==> src/rtl/arb_requester.sv <==
// Purpose: requester agent for one round-robin arbiter port; queues words, requests the bus, sends one word per grant.
// Latency: a push gives Req on the next cycle; a Grant in cycle k puts the word on the bus in cycle k+1.
// Backpressure: full is high at DEPTH words and a push while full is dropped. Optional macro ARB_REQ_SPURIOUS_CHK_EN adds spurious_grant.
module arb_requester #(
    parameter int DATA_W  = 8,
    parameter int DEPTH   = 4,
    parameter int TIMEOUT = 8
) (
    input  logic                       clk,
    input  logic                       rst_n,
    input  logic                       push,
    input  logic [DATA_W-1:0]          push_data,
    output logic                       full,
    output logic [$clog2(DEPTH):0]     count,
    output logic                       Req,
    input  logic                       Grant,
    output logic                       bus_valid,
    output logic [DATA_W-1:0]          bus_data,
`ifdef ARB_REQ_SPURIOUS_CHK_EN
    output logic                       spurious_grant,
`endif
    output logic                       timeout_err
);

    localparam int AW = $clog2(DEPTH);
    localparam int CW = AW + 1;
    localparam logic [7:0] TMO = 8'(TIMEOUT);

    typedef enum logic [1:0] {IDLE, REQ, XFER} state_t;

    state_t              state, state_nxt;
    logic [DATA_W-1:0]   mem [DEPTH];
    logic [AW-1:0]       wr_ptr, rd_ptr;
    logic [CW-1:0]       cnt, cnt_nxt;
    logic [7:0]          wait_cnt;
    logic                push_ok, pop;

    // A push is taken only when there is room before this cycle's pop; the XFER cycle always pops the head.
    assign full    = (cnt == CW'(DEPTH));
    assign count   = cnt;
    assign push_ok = push & ~full;
    assign pop     = (state == XFER);
    assign cnt_nxt = cnt + {{AW{1'b0}}, push_ok} - {{AW{1'b0}}, pop};

    // Next state: request while words are pending, one transfer cycle per grant.
    always_comb begin
        state_nxt = state;
        case (state)
            IDLE: if (cnt != '0 || push_ok) state_nxt = REQ;
            REQ:  if (Grant) state_nxt = XFER;
            XFER: state_nxt = (cnt_nxt != '0) ? REQ : IDLE;
            default: state_nxt = IDLE;
        endcase
    end

    // State register and FIFO pointers/occupancy; reset discards all queued words.
    always_ff @(posedge clk or negedge rst_n) begin
        if (!rst_n) begin
            state  <= IDLE;
            wr_ptr <= '0;
            rd_ptr <= '0;
            cnt    <= '0;
        end else begin
            state <= state_nxt;
            cnt   <= cnt_nxt;
            if (push_ok) wr_ptr <= wr_ptr + AW'(1);
            if (pop)     rd_ptr <= rd_ptr + AW'(1);
        end
    end

    // FIFO storage needs no reset: the pointers define what is valid.
    always_ff @(posedge clk) begin
        if (push_ok) mem[wr_ptr] <= push_data;
    end

    // Registered bus-side outputs follow the state being entered; the head word is captured on entry to XFER.
    always_ff @(posedge clk or negedge rst_n) begin
        if (!rst_n) begin
            Req       <= 1'b0;
            bus_valid <= 1'b0;
            bus_data  <= '0;
        end else begin
            Req       <= (state_nxt == REQ);
            bus_valid <= (state_nxt == XFER);
            if (state_nxt == XFER) bus_data <= mem[rd_ptr];
        end
    end

    // Starvation watch: count grant-less REQ cycles, saturate at TIMEOUT, latch the error when it is reached.
    always_ff @(posedge clk or negedge rst_n) begin
        if (!rst_n) begin
            wait_cnt    <= '0;
            timeout_err <= 1'b0;
        end else if (state != REQ) begin
            if (state_nxt == REQ) wait_cnt <= '0;
        end else if (Grant) begin
            wait_cnt <= '0;
        end else if (wait_cnt != TMO) begin
            wait_cnt <= wait_cnt + 8'd1;
            if (wait_cnt + 8'd1 == TMO) timeout_err <= 1'b1;
        end
    end

`ifdef ARB_REQ_SPURIOUS_CHK_EN
    // Sticky flag for a grant arriving when no request is outstanding.
    always_ff @(posedge clk or negedge rst_n) begin
        if (!rst_n)                     spurious_grant <= 1'b0;
        else if (Grant && state != REQ) spurious_grant <= 1'b1;
    end
`endif

endmodule
==> config.mk <==
export PLATFORM = sky130hd
export DESIGN_NAME = arb_requester
export DESIGN_NICKNAME = d
export VERILOG_FILES = /design/src/rtl/arb_requester.sv
export SDC_FILE = /design/constraint.sdc
export NUM_CORES = 1
export LEC_CHECK = 0
export BUFFER_PORTS_ARGS = -buffer_cell sky130_fd_sc_hd__buf_2
export CAP_MARGIN = 20
export CORE_MARGIN = 8
export CORE_UTILIZATION = 30
export CTS_BUF_LIST = sky130_fd_sc_hd__clkbuf_2
export DETAILED_ROUTE_END_ITERATION = 7
export PLACE_DENSITY = 0.43
export SLEW_MARGIN = 20
export SYNTH_ARGS = -nofsm -noshare
export SYNTH_HDL_FRONTEND = slang
export SYNTH_SLANG_ARGS = --single-unit
==> constraint.sdc <==
create_clock -name clk -period 7.1 [get_ports clk]
set_clock_uncertainty 0.15 [all_clocks]
set_input_delay 0.355 -clock clk [delete_from_list [all_inputs] [get_ports clk]]
set_output_delay 0.355 -clock clk [all_outputs]
set_load 0.02 [all_outputs]
==> results.md <==
* IO buf count at 26
* Register area at 1662 um^2
* Worst-path fanout max at 7
* Routed wire length at 5247 um
* CTS sink count at 60
* DP Wirelength at 3660 um
* Clock-pin slew on the worst setup and hold paths at 0.17 ns
* Total negative slack at 0 ns
* Yosys cell types at 40
* Worst Hold Class: in2reg
* CTS root buf: clkbuf_2
* Internal power at 742.4 uW
* Area Growth Syn to Fin at 16.15%
* Starting Density at 30.69%
* Switching pwr at 425.0 uW
* RSZ-0062 raised after global routing: no
* Comb power frac at 35.6%
* Most frequent cells in the layout: edfxtp_1, dfrtp_1, buf_2
* FF+latch count, synth at 60
* Initial DRC count at 64
* Fillers at 857
* CP Launch Type: flip-flop
* Initial antenna violation count at 0
* Synthesized instance count at 173
* Post-synth top flop: edfxtp_1
* IO Count at 27
* Grt total ovfl at 0
* First-pass GRT wire length at 8790 um
* Multi-input logic area at 912.1 um^2
* Period minus WS final at 3.337 ns
* Pleak at 0.001231 uW
* Total iterations of the first detailed-routing run at 4
* Core Area at 8636 um^2
* Post-route ant nets at 0
* Worst Max-Slew Pin Slew at 0.6564 ns
* Gpl congestion at 0.7911
* CP endpoint kind: flip-flop
* Layout cells sized above 1 at 30.56%
* Synth top area share at 36.26%
* Vias in the first global route at 1709
* Synth area leader: edfxtp_1
* Clk_lat worst skew at 0.47 ns
* Peak supply drop at 0.0001210 V
* Pin count of the biggest net entering global routing at 29
* Max-cap violations at 0
* Mapped cell area at 2650 um^2
* Outcome: complete, no violations
* Slew HR at 56.24%
* PD cells at 379.3 nW/um^2
* Sw frac at 36.40%
* Postcts setup bufs at 0
* Arrival time of the worst setup path at 3.56 ns
* Syn avg cell area at 15.32 um^2
* Worst Path Class, Setup: reg2reg
* Cts repair resizes at 0
* Post-synth net total at 195
* Synth top area cells: edfxtp_1, dfrtp_1, mux4_2, ha_1, mux2_2
* Routed vias at 1525
* CTS tree: done
* Height of the die at 110.0 um
* Ys async rst share at 46.67%
* H-tree depth at 3
* # nets final at 234
* Post-synth EDFFs at 32
* Synth warnings at 0
* Drt drc at 0
* Commonest non-fill, non-tap cell in the layout: edfxtp_1
* Final Hold Viols at 0
* Fin. max-slew vios at 0
* Setup Viol. Count Final at 0
* Sequential fraction of the synthesis area at 62.70%
* WP data required at 7.33 ns
* Core Util, Final at 35.64%
* Die width at 110.0 um
* CTS Buffer Depth at 2
* Row cnt at 34
* DIE AREA at 12100 um^2
* Hold-fix buffers, CTS at 10
* Final clock period utilization by the worst path at 47.00%
* GRT Total Usage at 9.765%
* Ant diodes at 0
* DR WL/cell at 16.19 um
* Sequential Power Share at 47.3%
* Clk pwr share at 17.1%
* TritonCTS Buffers at 9
* DR vias/cell at 4.707
* Fmax achieved at 0.2997 GHz
[worst max-delay path: stages, from the launching register on]
cell and delay (ns):
dfrtp_1 0.44, nor2_1 0.08, and2_1 0.17, nor2b_1 0.34, inv_1 0.09, ha_1 0.29
inv_1 0.04, ha_1 0.18, fa_1 0.37, xnor3_2 0.43, nor4b_4 0.06, a21o_2 0.23
a221o_2 0.39
[per-stage QoR]
step	power, uW	cell area [um^2]	worst slack, ns	hold slack, ns	std cells
floorplan	848.5	2650	3.754	-0.09059	173
CTS	1192	3078	3.738	0.1659	324
global route	1249	3078	3.552	0.2074	324
finish	1167	3078	3.763	0.2045	324
detailed placement	984.9	2877	3.754	0.2950	299
global placement	961.0	2877	3.845	0.2915	299
[logic make-up after synthesis]
| kind of cell | count (synthesis) | synth area share (%) |
|---|---|---|
| AO/OA/AOI/OAI | 24 | 6.799 |
| XOR/XNOR | 9 | 3.541 |
| adder cells (fa/ha/maj) | 10 | 5.005 |
| buffers and inverters | 18 | 2.880 |
| flip-flops | 60 | 62.70 |
| multiplexers | 17 | 10.62 |
| AND/OR/NAND/NOR | 35 | 8.451 |
[state kept, by name, indices dropped and copies added (netlist names)]
name         flops
Req              1
bus_data         8
bus_valid        1
count            3
mem             32
rd_ptr           2
state            2
timeout_err      1
wait_cnt         8
wr_ptr           2
[power by group through the flow]
stage          logic, uW  clock network (uW)  registers [uW]
2_1_floorplan        284                   0             564
3_3_place_gp         404                   0             557
3_5_place_dp         420                   0             565
4_1_cts              427                 209             556
5_1_grt              458                 223             568
6_report             415                 200             552
[routing by layer]
| metal | vias up | track usage [%] | share of wire [%] |
|---|---|---|---|
| met5 | - | 0 | 0 |
| met4 | 0 | 4.629 | 1.5 |
| met2 | 25 | 16.70 | 52 |
| met3 | 7 | 3.081 | 3.7 |
| li1 | 717 | - | - |
| met1 | 776 | 10.83 | 43 |
[path summary, 6_finish.rpt]
path                                  start  slack, ns           to  depth (start not counted)
worst min register to register  timeout_err       0.34  timeout_err                          2
worst max-delay path               count[1]       3.76  wait_cnt[2]                         12
max in group asynchronous             rst_n       6.09    bus_valid                          2
worst min-delay path                   push       0.20    wr_ptr[0]                          3
worst max register to register     count[1]       3.76  wait_cnt[2]                         12
min in group asynchronous             rst_n       0.26  bus_data[0]                          2
[final cells by class]
class	instances	area share [%]
clock buffer	9	1.463
inverter	10	1.220
multi-input combinational	95	29.63
sequential	60	53.98
clock inverter	6	1.829
timing repair buffer	36	7.480
tap	108	4.390
[cell usage after synthesis, types with 2 or more instances]
cell,number
a21oi_1,3
a22o_1,2
a31oi_1,4
and2_1,8
and3_1,2
buf_2,5
clkbuf_2,2
dfrtp_1,28
edfxtp_1,32
ha_1,9
inv_1,10
mux2_2,9
mux4_2,8
nand2_1,4
nand3_1,4
nor2_1,3
nor2b_1,4
nor3_1,4
o21ai_0,5
xnor2_1,6
xor2_1,2
(Power assumes the default switching activity.)
